File: src/rtl/serial_adder.sv
// Sequential adder/subtractor that processes BITS_PER_CYCLE bits per clock, LSB slice first,
// with the carry held between slices and a start/busy/done handshake.
module serial_adder #(
  parameter int unsigned WIDTH          = 8,
  parameter int unsigned BITS_PER_CYCLE = 1
) (
  input  logic             clk,
  input  logic             rst,
  input  logic             start,
  input  logic             sub,
  input  logic [WIDTH-1:0] a,
  input  logic [WIDTH-1:0] b,
  input  logic             ci,
  output logic             busy,
  output logic             done,
  output logic [WIDTH-1:0] s,
  output logic             co,
  output logic             ovf
);

  localparam int unsigned N     = WIDTH / BITS_PER_CYCLE;
  localparam int unsigned CNT_W = (N > 1) ? $clog2(N) : 1;
  localparam logic [CNT_W-1:0] LAST_SLICE = CNT_W'(N - 1);

  generate
    if (WIDTH < 1 || BITS_PER_CYCLE < 1 || (WIDTH % BITS_PER_CYCLE) != 0) begin : g_bad_cfg
      $fatal(1, "serial_adder: WIDTH must be a positive multiple of BITS_PER_CYCLE");
    end
  endgenerate

  typedef enum logic [1:0] {IDLE, RUN, DONE} state_t;

  state_t                    state, state_nxt;
  logic                      accept;
  logic                      last_slice;
  logic [WIDTH-1:0]          a_sh, b_sh;
  logic [WIDTH-1:0]          r_sh, r_nxt;
  logic [WIDTH-1:0]          slice_ext;
  logic [BITS_PER_CYCLE-1:0] slice_sum;
  logic [BITS_PER_CYCLE:0]   rc;
  logic                      carry;
  logic [CNT_W-1:0]          cnt;

  // Next-state logic; start is only honoured outside RUN
  always_comb begin
    state_nxt  = state;
    accept     = 1'b0;
    last_slice = 1'b0;
    case (state)
      IDLE: begin
        if (start) begin
          accept    = 1'b1;
          state_nxt = RUN;
        end
      end
      RUN: begin
        if (cnt == LAST_SLICE) begin
          last_slice = 1'b1;
          state_nxt  = DONE;
        end
      end
      DONE: begin
        if (start) begin
          accept    = 1'b1;
          state_nxt = RUN;
        end else begin
          state_nxt = IDLE;
        end
      end
      default: state_nxt = IDLE;
    endcase
  end

  always_ff @(posedge clk) begin
    if (rst) state <= IDLE;
    else     state <= state_nxt;
  end

  // One slice worth of full-adder ripple; rc[i] is the carry into bit i of the slice
  always_comb begin
    rc        = '0;
    slice_sum = '0;
    rc[0]     = carry;
    for (int unsigned i = 0; i < BITS_PER_CYCLE; i++) begin
      slice_sum[i] = a_sh[i] ^ b_sh[i] ^ rc[i];
      rc[i+1]      = (a_sh[i] & b_sh[i]) | (rc[i] & (a_sh[i] ^ b_sh[i]));
    end
    slice_ext                      = '0;
    slice_ext[BITS_PER_CYCLE-1:0]  = slice_sum;
    r_nxt = (r_sh >> BITS_PER_CYCLE) | (slice_ext << (WIDTH - BITS_PER_CYCLE));
  end

  // Subtract is folded into the captured operand and carry: a + ~b + ~ci == a - b - ci
  always_ff @(posedge clk) begin
    if (rst) begin
      a_sh  <= '0;
      b_sh  <= '0;
      r_sh  <= '0;
      carry <= 1'b0;
      cnt   <= '0;
      s     <= '0;
      co    <= 1'b0;
      ovf   <= 1'b0;
    end else if (accept) begin
      a_sh  <= a;
      b_sh  <= sub ? ~b : b;
      carry <= ci ^ sub;
      r_sh  <= '0;
      cnt   <= '0;
    end else if (state == RUN) begin
      a_sh  <= a_sh >> BITS_PER_CYCLE;
      b_sh  <= b_sh >> BITS_PER_CYCLE;
      carry <= rc[BITS_PER_CYCLE];
      r_sh  <= r_nxt;
      cnt   <= cnt + 1'b1;
      if (last_slice) begin
        s   <= r_nxt;
        co  <= rc[BITS_PER_CYCLE];
        ovf <= rc[BITS_PER_CYCLE-1] ^ rc[BITS_PER_CYCLE];
      end
    end
  end

  assign busy = (state == RUN);
  assign done = (state == DONE);

endmodule

File: config.mk
export PLATFORM = sky130hd
export DESIGN_NAME = serial_adder
export DESIGN_NICKNAME = d
export VERILOG_FILES = /design/src/rtl/serial_adder.sv
export SDC_FILE = /design/constraint.sdc
export NUM_CORES = 1
export LEC_CHECK = 0
export BUFFER_PORTS_ARGS = -buffer_cell sky130_fd_sc_hd__buf_2
export CAP_MARGIN = 0
export CORE_UTILIZATION = 48
export DETAILED_ROUTE_END_ITERATION = 7
export PLACE_DENSITY = 0.82
export SLEW_MARGIN = 30
export SYNTH_ARGS = -nofsm -noshare
export SYNTH_HDL_FRONTEND = slang
export SYNTH_SLANG_ARGS = --single-unit
File: constraint.sdc
create_clock -name clk -period 2.8 [get_ports clk]
set_input_delay 0.28 -clock clk [delete_from_list [all_inputs] [get_ports clk]]
set_output_delay 0.28 -clock clk [all_outputs]
set_load 0.01 [all_outputs]
# After elaboration in Yosys (flattened, before gate mapping)
# Cells that the tools add are included.
# word_totals
reg_bits,40
latchBits,0
mem_bits_rw,0
mem_bits_ro,0
output_inout_bits,12
mem_count,0
# op_classes
n_addsub,1
n_mul,0
n_div,0
n_lt_le_gt_ge,0
eq_ne,5
n_shift,0
muxes,15
bitwise,10
n_reduce_logical,6
# op_table
operator,count
two-way mux 8 bit,5
inverter 8 bit,1
OR 7 x 8 -> 8 bit,1
two-way mux 1 bit,7
one-hot mux 2 bit (3 select lines),1
two-way mux 2 bit,2
OR reduction 2 bit,2
XOR 1 bit,4
adder 3 x 1 -> 3 bit (second input constant),1
== test 3 bit (second input constant),1
AND reduction 3 bit,1
AND 1 bit,2
== test 2 x 1 -> 1 bit (second input constant),1
== test 2 bit (second input constant),1
zero test 2 bit,1
!= test 2 x 1 -> 1 bit (second input constant),1
!= test 2 bit (second input constant),1
AND reduction 2 bit,1
nonzero test 2 bit,1
inverter 1 bit,1
OR 1 bit,1

# Longest topological paths before layout
# Gate-level depths: netlist (run 1).
# logic_depth
word_depth,5
mapped_depth,6

# Worst setup path after synthesis (run 1)
# No wires, ideal clock.
# synth_path
kind,register -> register
startpoint,register cnt[0]
endpoint,register ovf
setup_time_ps,86
arrival_ps,1190
setup_slack_ps,1525
path_stages_with_launch,6
path_buffers,1
synth_period_minus_slack_ps,1275
cell_sequence,dfxtp_1 > ha_1 > ha_1 > and3b_1 > buf_2 > a211oi_1
# synth_via
elab_chain_cells,4
# synth_lines
item,line,source
from (decl),42,logic [CNT_W-1:0] cnt;
from (signal assigned),115,cnt <= cnt + 1'b1;
== test 3 bit,57,if (cnt == LAST_SLICE) begin
two-way mux 1 bit,57,
two-way mux 1 bit,49,case (state)
AND reduction 3 bit (no source line),--,
to (signal assigned),119,ovf <= rc[BITS_PER_CYCLE-1] ^ rc[BITS_PER_CYCLE];
to (decl),18,output logic ovf
# No other way between the ends.
# A chain may end at the register's enable or synchronous reset.

# Final worst setup path (run 1)
# layout_path
startpoint,register state[0]
endpoint,output busy
# layout_via
elab_chain_cells,1
# layout_lines
item,line,source
from (decl),33,"state_t state, state_nxt;"
from (signal assigned),76,else state <= state_nxt;
== test 2 x 1 -> 1 bit,124,assign busy = (state == RUN);
to (decl),14,"output logic busy,"
# No other way between the ends.

==> impl_metrics.prom, run 1 <==
# TYPE chip_impl_metric gauge
chip_impl_metric{name="tns",unit="ns"} 0
chip_impl_info{name="ctsRootBufferMaster",value="sky130_fd_sc_hd__clkbuf_4"} 1
chip_impl_metric{name="cts_htree_levels",unit=""} 2
chip_impl_metric{name="clk-insertion-delay-late",unit="ns"} 0.35
chip_impl_metric{name="combinationalPowerShare",unit="%"} 13.8
chip_impl_metric{name="r2r.worst_path.cells",unit=""} 4
chip_impl_metric{name="gr-total-overflow",unit=""} 0
chip_impl_metric{name="detailed_route_wire_length_per_cell",unit="µm"} 11.7
chip_impl_metric{name="cts.sinks",unit=""} 39
chip_impl_metric{name="drive_above_1_share",unit="%"} 23.3
chip_impl_metric{name="gp_routability_congestion",unit=""} 0.728
chip_impl_metric{name="synth.ff_latch_count",unit=""} 39
chip_impl_metric{name="cts_buffers",unit=""} 5
chip_impl_metric{name="worst_stage_delay_on_the_critical_path",unit="ns"} 0.44
chip_impl_metric{name="synthDominantCellAreaShare",unit="%"} 47.3
chip_impl_metric{name="cts_max_path_buffers",unit=""} 2
chip_impl_metric{name="final_nets",unit=""} 238
chip_impl_info{name="endpoint",value="busy"} 1
chip_impl_metric{name="pwr-share-clk",unit="%"} 27.0
chip_impl_metric{name="portBuffers",unit=""} 32
chip_impl_metric{name="drt_first_iter_violations",unit=""} 45
chip_impl_info{name="run_status",value="complete, no violations"} 1
chip_impl_metric{name="share_of_the_clock_period_used_by_the_worst_path",unit="%"} 69.3
chip_impl_metric{name="grt_pass1_vias",unit=""} 1126
chip_impl_metric{name="cell_internal_pwr",unit="µW"} 733
chip_impl_metric{name="detailroute.via_count",unit=""} 1359
chip_impl_info{name="leading_cell_type_in_the_layout_fill_and_taps_excluded",value="sky130_fd_sc_hd__nand2_1"} 1
chip_impl_metric{name="post-place-ws",unit="ns"} 1.19
chip_impl_metric{name="relSlewSlack",unit="%"} 60.6
chip_impl_metric{name="worst-endpoint-required",unit="ns"} 2.52
chip_impl_info{name="end_kind",value="output pin"} 1
chip_impl_metric{name="final_area",unit="mm²"} 0.00183
chip_impl_metric{name="antenna_cells_inserted",unit=""} 0
chip_impl_metric{name="setup.reg_to_reg.worst_slack",unit="ns"} 1.26
chip_impl_info{name="crit_path_start_kind",value="register"} 1
chip_impl_metric{name="worst_setup_hold_path_clk_slew",unit="ns"} 0.11
chip_impl_info{name="critPathSlowestCell",value="sky130_fd_sc_hd__dfxtp_1"} 1
chip_impl_metric{name="post-dp-hpwl",unit="mm"} 2.07
chip_impl_metric{name="cts-hold-fix-buffers",unit=""} 0
chip_impl_metric{name="share_seq_of_total_power",unit="%"} 59.2
chip_impl_metric{name="grt_start_max_net_pins",unit=""} 31
chip_impl_metric{name="postSynthCellCount",unit=""} 188
chip_impl_metric{name="wire_length_of_the_first_global_routing_pass",unit="mm"} 4.91
chip_impl_metric{name="synth.yosys.seq_area_share",unit="%"} 47.3
chip_impl_info{name="netlist_top_cells_area",value="sky130_fd_sc_hd__dfxtp_1 47%, sky130_fd_sc_hd__nand2_1 9.3%, sky130_fd_sc_hd__a21oi_1 7.0%"} 1
chip_impl_metric{name="post_synth.cell_area_avg",unit="µm²"} 8.77
chip_impl_metric{name="antenna_violations_before_repair",unit=""} 0
chip_impl_metric{name="skew",unit="ns"} 0.00882
chip_impl_metric{name="post_drt_via_cell_ratio",unit=""} 5.25
chip_impl_metric{name="placementRows",unit=""} 20
chip_impl_metric{name="die_width",unit="µm"} 60.6
chip_impl_info{name="most_frequent_cells_in_the_layout",value="41 x sky130_fd_sc_hd__nand2_1, 39 x sky130_fd_sc_hd__dfxtp_1, 32 x sky130_fd_sc_hd__buf_2"} 1
chip_impl_metric{name="postCtsSetupBuffers",unit=""} 0
chip_impl_info{name="setup_repair_after_global_routing_missed_its_margin",value="no"} 1
chip_impl_metric{name="remaining_drc_errors",unit=""} 0
chip_impl_metric{name="timing.hold.ws",unit="ns"} 0.205
chip_impl_metric{name="switching_share",unit="%"} 27.5
chip_impl_info{name="critical_path_class",value="reg2out"} 1
chip_impl_metric{name="postSynthNetCount",unit=""} 212
chip_impl_metric{name="timing.final.ws_setup",unit="ns"} 0.859
chip_impl_metric{name="slew_violations",unit=""} 0
chip_impl_metric{name="yosysWarningCount",unit=""} 0
chip_impl_metric{name="area_growth",unit="%"} 11.2
chip_impl_metric{name="layout_min_cycle_time",unit="ns"} 1.94
chip_impl_metric{name="power.leakage",unit="nW"} 0.723
chip_impl_info{name="dominant_cell_type_by_area_after_synthesis",value="sky130_fd_sc_hd__dfxtp_1"} 1
chip_impl_metric{name="finalHoldViolations",unit=""} 0
chip_impl_metric{name="design.core.area",unit="mm²"} 0.00315
chip_impl_metric{name="chipHeight",unit="µm"} 60.6
chip_impl_metric{name="post_dp_cell_area",unit="mm²"} 0.00178
chip_impl_metric{name="power_density",unit="mW/mm²"} 552
chip_impl_info{name="crit_chain",value="nand2b_1 > inv_4 > buf_2"} 1
chip_impl_metric{name="design_power_total",unit="mW"} 1.01
chip_impl_info{name="launch_point_of_the_worst_path",value="state[0]$_SDFFE_PP0P_"} 1
chip_impl_metric{name="ir_drop",unit="V"} 0.000300
chip_impl_metric{name="syn-cell-area",unit="mm²"} 0.00165
chip_impl_info{name="rr_endpoint",value="a_sh[3]$_SDFFE_PP0P_"} 1
chip_impl_metric{name="cts.repair.resized",unit=""} 0
chip_impl_metric{name="min_path_cells",unit=""} 3
chip_impl_metric{name="detail_route.wirelength",unit="mm"} 3.03
chip_impl_metric{name="setup-violations-final",unit=""} 0
chip_impl_metric{name="gr-usage-all-layers",unit="%"} 18.5
chip_impl_metric{name="dieArea",unit="mm²"} 0.00367
chip_impl_metric{name="clock.fmax",unit="MHz"} 515
chip_impl_metric{name="crit_fanout",unit=""} 27
chip_impl_metric{name="postRouteAntennaNets",unit=""} 0
chip_impl_metric{name="start_util",unit="%"} 52.3
chip_impl_metric{name="p_sw",unit="µW"} 278
chip_impl_info{name="rr_startpoint",value="state[0]$_SDFFE_PP0P_"} 1
chip_impl_info{name="tritoncts",value="done"} 1
chip_impl_metric{name="io_pins",unit=""} 33
chip_impl_metric{name="synth_cell_type_count",unit=""} 27
chip_impl_metric{name="critPathArrivalTime",unit="ns"} 1.66
chip_impl_metric{name="worst-slew-pin-transition",unit="ns"} 0.589
chip_impl_metric{name="drt_first_pass_iters",unit=""} 4
chip_impl_info{name="hold_class",value="in2reg"} 1
chip_impl_metric{name="maxCapViolCount",unit=""} 0
## registers in the layout, indices dropped and copies added (netlist names)
| register | count |
|---|---|
| r_sh | 7 |
| ovf | 1 |
| s | 8 |
| co | 1 |
| a_sh | 8 |
| cnt | 3 |
| carry | 1 |
| b_sh | 8 |
| state | 2 |
## power by group through the flow
| stage | Sequential, mW | Combinational, mW | Clock [mW] |
|---|---|---|---|
| 2_1_floorplan | 0.607 | 0.118 | 0 |
| 6_report | 0.599 | 0.140 | 0.273 |
| 3_3_place_gp | 0.610 | 0.137 | 0 |
| 3_5_place_dp | 0.611 | 0.140 | 0 |
| 4_1_cts | 0.598 | 0.140 | 0.283 |
| 5_1_grt | 0.602 | 0.156 | 0.310 |
## worst max-delay path, delay by kind of cell (launching register included)
kind                   cells  cell delay, ns
buffers and inverters      2            0.53
flip-flops                 1            0.44
AND/OR/NAND/NOR            1            0.32
## cells by family (layout without fill, tap and decap cells)
| family | after synthesis | after routing | synth area share, % |
|---|---|---|---|
| compound gates | 40 | 40 | 14.6 |
| buf+inv | 16 | 43 | 6.52 |
| simple gates | 78 | 78 | 22.4 |
| mux | 1 | 1 | 0.607 |
| fa+ha+maj | 3 | 3 | 2.73 |
| flops | 39 | 39 | 47.3 |
| xor+xnor | 11 | 11 | 5.84 |
## worst min-delay path by stage
stage,startpoint,to,slack (ns)
2_1_floorplan,r_sh[1]$_SDFFE_PP0N_,s[0]$_SDFFE_PP0P_,0.43
3_3_place_gp,s[5]$_SDFFE_PP0P_,s[5]$_SDFFE_PP0P_,0.44
5_1_grt,a[0],a_sh[0]$_SDFFE_PP0P_,0.21
4_1_cts,a[3],a_sh[3]$_SDFFE_PP0P_,0.20
3_5_place_dp,s[5]$_SDFFE_PP0P_,s[5]$_SDFFE_PP0P_,0.45
6_report,a[3],a_sh[3]$_SDFFE_PP0P_,0.21
## Yosys cell counts
cell	count
sky130_fd_sc_hd__mux2i_1	1
sky130_fd_sc_hd__xor2_1	9
sky130_fd_sc_hd__nand2_1	41
sky130_fd_sc_hd__o21a_1	1
sky130_fd_sc_hd__buf_6	4
sky130_fd_sc_hd__inv_4	1
sky130_fd_sc_hd__a311oi_2	1
sky130_fd_sc_hd__nor2b_1	2
sky130_fd_sc_hd__nand3b_1	1
sky130_fd_sc_hd__and3b_1	1
sky130_fd_sc_hd__clkbuf_1	3
sky130_fd_sc_hd__ha_1	2
sky130_fd_sc_hd__a21oi_1	23
sky130_fd_sc_hd__a311oi_1	1
sky130_fd_sc_hd__fa_1	1
sky130_fd_sc_hd__xnor2_1	2
sky130_fd_sc_hd__buf_4	2
sky130_fd_sc_hd__nor3_2	5
sky130_fd_sc_hd__a211oi_1	1
sky130_fd_sc_hd__dfxtp_1	39
sky130_fd_sc_hd__nand2b_1	3
sky130_fd_sc_hd__nand3_1	5
sky130_fd_sc_hd__nor2_1	6
sky130_fd_sc_hd__buf_2	6
sky130_fd_sc_hd__a22oi_1	4
sky130_fd_sc_hd__o22ai_1	9
sky130_fd_sc_hd__nor3_1	14
## final cells by class
| class | count | area, µm² |
|---|---|---|
| timing repair buffer | 34 | 175 |
| inverter | 1 | 6.26 |
| tap | 44 | 55.1 |
| clock buffer | 5 | 37.5 |
| clock inverter | 3 | 15.0 |
| sequential | 39 | 781 |
| fill | 307 | 1320 |
| multi-input combinational | 133 | 763 |
## routing by layer
metal | routed length [µm] | global-route usage [%]
met1 | 1370 | 22.7
met2 | 1450 | 29.0
met3 | 144 | 6.61
met4 | 64 | 8.77
met5 | 0 | 0
## stage by stage
stage	cells	utilization, %
2_1_floorplan	188	-
3_3_place_gp	251	56.4
3_5_place_dp	251	56.4
4_1_cts	259	58.1
5_1_grt	259	58.1
6_report	259	58.1
Power figures use the tool's default switching activity.
==> run 2, diff against run 1 <==
clock period = 2 ns   (was 2.8 ns; I/O delays follow)
==> run 2 against run 1 <==
  * Die area stayed put
  * Total power grew 41%
  * Setup slack got worse by 0.57 ns
  * Register-to-register slack got worse by 0.72 ns
  * Cell area grew 1.1%
  * Final cell count is 1.2% higher
  * Critical endpoint unchanged
==> impl_metrics.prom, run 2 (synthesis results as in run 1) <==
# TYPE chip_impl_metric gauge
chip_impl_metric{name="wire_length_of_the_first_global_routing_pass",unit="mm"} 5.31
chip_impl_metric{name="detail_route.wirelength",unit="mm"} 3.10
chip_impl_metric{name="power_density",unit="mW/mm²"} 768
chip_impl_info{name="rr_startpoint",value="state[1]$_SDFFE_PP0P_"} 1
chip_impl_metric{name="detailed_route_wire_length_per_cell",unit="µm"} 11.8
chip_impl_metric{name="post-place-ws",unit="ns"} 0.562
chip_impl_metric{name="postCtsSetupBuffers",unit=""} 0
chip_impl_metric{name="clk-insertion-delay-late",unit="ns"} 0.34
chip_impl_metric{name="timing.hold.ws",unit="ns"} 0.121
chip_impl_info{name="critPathSlowestCell",value="sky130_fd_sc_hd__dfxtp_1"} 1
chip_impl_metric{name="cts.repair.resized",unit=""} 0
chip_impl_metric{name="min_path_cells",unit=""} 2
chip_impl_metric{name="ir_drop",unit="V"} 0.000339
chip_impl_metric{name="worst-endpoint-required",unit="ns"} 1.80
chip_impl_metric{name="maxCapViolCount",unit=""} 0
chip_impl_metric{name="post_drt_via_cell_ratio",unit=""} 5.25
chip_impl_metric{name="crit_fanout",unit=""} 27
chip_impl_metric{name="tns",unit="ns"} 0
chip_impl_metric{name="power.leakage",unit="nW"} 0.736
chip_impl_metric{name="gp_routability_congestion",unit=""} 0.722
chip_impl_info{name="crit_chain",value="nand2b_1 > inv_4 > buf_2"} 1
chip_impl_metric{name="cts_max_path_buffers",unit=""} 2
chip_impl_info{name="most_frequent_cells_in_the_layout",value="41 x sky130_fd_sc_hd__nand2_1, 39 x sky130_fd_sc_hd__dfxtp_1, 32 x sky130_fd_sc_hd__buf_2"} 1
chip_impl_metric{name="slew_violations",unit=""} 0
chip_impl_metric{name="drive_above_1_share",unit="%"} 23.9
chip_impl_metric{name="detailroute.via_count",unit=""} 1376
chip_impl_metric{name="portBuffers",unit=""} 32
chip_impl_metric{name="remaining_drc_errors",unit=""} 0
chip_impl_metric{name="cts.sinks",unit=""} 39
chip_impl_metric{name="layout_min_cycle_time",unit="ns"} 1.71
chip_impl_metric{name="cts_htree_levels",unit=""} 2
chip_impl_metric{name="die_width",unit="µm"} 60.6
chip_impl_info{name="rr_endpoint",value="a_sh[6]$_SDFFE_PP0P_"} 1
chip_impl_metric{name="worst-slew-pin-transition",unit="ns"} 0.395
chip_impl_metric{name="timing.final.ws_setup",unit="ns"} 0.287
chip_impl_metric{name="postRouteAntennaNets",unit=""} 0
chip_impl_metric{name="setup.reg_to_reg.worst_slack",unit="ns"} 0.54
chip_impl_metric{name="clock.fmax",unit="MHz"} 584
chip_impl_info{name="leading_cell_type_in_the_layout_fill_and_taps_excluded",value="sky130_fd_sc_hd__nand2_1"} 1
chip_impl_info{name="tritoncts",value="done"} 1
chip_impl_info{name="run_status",value="complete, no violations"} 1
chip_impl_metric{name="worst_setup_hold_path_clk_slew",unit="ns"} 0.11
chip_impl_metric{name="placementRows",unit=""} 20
chip_impl_info{name="ctsRootBufferMaster",value="sky130_fd_sc_hd__clkbuf_4"} 1
chip_impl_metric{name="setup-violations-final",unit=""} 0
chip_impl_metric{name="drt_first_iter_violations",unit=""} 93
chip_impl_metric{name="post-dp-hpwl",unit="mm"} 2.13
chip_impl_metric{name="finalHoldViolations",unit=""} 0
chip_impl_metric{name="share_of_the_clock_period_used_by_the_worst_path",unit="%"} 85.7
chip_impl_metric{name="grt_pass1_vias",unit=""} 1256
chip_impl_metric{name="gr-total-overflow",unit=""} 0
chip_impl_info{name="hold-path-endpoint",value="b_sh[7]$_SDFFE_PP0P_"} 1
chip_impl_metric{name="cts_buffers",unit=""} 5
chip_impl_info{name="hold_start",value="rst"} 1
chip_impl_metric{name="relSlewSlack",unit="%"} 73.6
chip_impl_metric{name="r2r.worst_path.cells",unit=""} 4
chip_impl_metric{name="design_power_total",unit="mW"} 1.42
chip_impl_info{name="end_kind",value="output pin"} 1
chip_impl_metric{name="chipHeight",unit="µm"} 60.6
chip_impl_metric{name="dieArea",unit="mm²"} 0.00367
chip_impl_info{name="reg.largest.list",value="a_sh x8, b_sh x8, s x8"} 1
chip_impl_metric{name="place_inst",unit=""} 254
chip_impl_metric{name="start_util",unit="%"} 52.3
chip_impl_metric{name="antenna_violations_before_repair",unit=""} 0
chip_impl_info{name="crit_path_start_kind",value="register"} 1
chip_impl_metric{name="layout.cells.non_filler",unit=""} 262
chip_impl_metric{name="worst_stage_delay_on_the_critical_path",unit="ns"} 0.42
chip_impl_metric{name="drt_first_pass_iters",unit=""} 4
chip_impl_metric{name="critPathArrivalTime",unit="ns"} 1.51
chip_impl_metric{name="cts-hold-fix-buffers",unit=""} 0
chip_impl_metric{name="area_growth",unit="%"} 12.4
chip_impl_metric{name="gr-usage-all-layers",unit="%"} 19.9
chip_impl_metric{name="final_nets",unit=""} 241
chip_impl_info{name="hold_class",value="in2reg"} 1
chip_impl_info{name="critical_path_class",value="reg2out"} 1
chip_impl_metric{name="skew",unit="ns"} 0.00742
chip_impl_metric{name="antenna_cells_inserted",unit=""} 0
chip_impl_metric{name="io_pins",unit=""} 33
chip_impl_metric{name="grt_start_max_net_pins",unit=""} 28
chip_impl_info{name="setup_repair_after_global_routing_missed_its_margin",value="no"} 1
chip_impl_metric{name="design.core.area",unit="mm²"} 0.00315
-- run 2: cell count changes in the layout (fill, tap and decap cells not counted) --
cell,previous run,this run
sky130_fd_sc_hd__buf_4,2,5
sky130_fd_sc_hd__nor2b_2,1,0
sky130_fd_sc_hd__nor2b_1,1,2
-- run 2: cell type report --
| cell class | count | area (µm²) |
|---|---|---|
| Fill cell | 306 | 1300 |
| Sequential cell | 39 | 781 |
| Multi-Input combinational cell | 133 | 761 |
| Timing Repair Buffer | 37 | 198 |
| Tap cell | 44 | 55.1 |
| Clock buffer | 5 | 37.5 |
| Clock inverter | 3 | 15.0 |
| Inverter | 1 | 6.26 |
-- run 2: routing by layer --
layer | GRT usage (%) | share of wire (%) | up-vias
met1 | 22.3 | 45 | 652
met4 | 10.1 | 0.87 | 0
met5 | 0 | 0 | -
met3 | 5.76 | 3.3 | 2
li1 | - | - | 696
met2 | 34.4 | 51 | 26
-- run 2: report_power, final --
group          internal [mW]  switching, mW  leakage, nW
sequential             0.814         0.0236        0.318
combinational         0.0863          0.116        0.383
clock                  0.131          0.253       0.0347
total                   1.03          0.393        0.736
-- run 2: worst max-delay path by stage --
stage                                startpoint                    to  slack (ns)
after floorplan             cnt[0]$_SDFFE_PP0N_      ovf$_SDFFE_PP0P_        0.72
after global placement    state[1]$_SDFFE_PP0P_  a_sh[6]$_SDFFE_PP0P_        0.60
after detailed placement    cnt[0]$_SDFFE_PP0N_      ovf$_SDFFE_PP0P_        0.56
after CTS                 state[0]$_SDFFE_PP0P_                  busy        0.27
after global routing      state[0]$_SDFFE_PP0P_                  busy        0.13
final                     state[0]$_SDFFE_PP0P_                  busy        0.29
-- run 2: per-stage QoR --
step,utilization (%),cell area [µm²]
after floorplan,-,1650
after global placement,57.1,1800
after detailed placement,57.1,1800
after CTS,58.8,1850
after global routing,58.8,1850
final,58.8,1850
-- run 2: worst max-delay path: cells and delay by family (launching register included) --
kind                   cells  cell delay, ns
buffers and inverters      2            0.50
DFF                        1            0.42
and+or+nand+nor            1            0.25
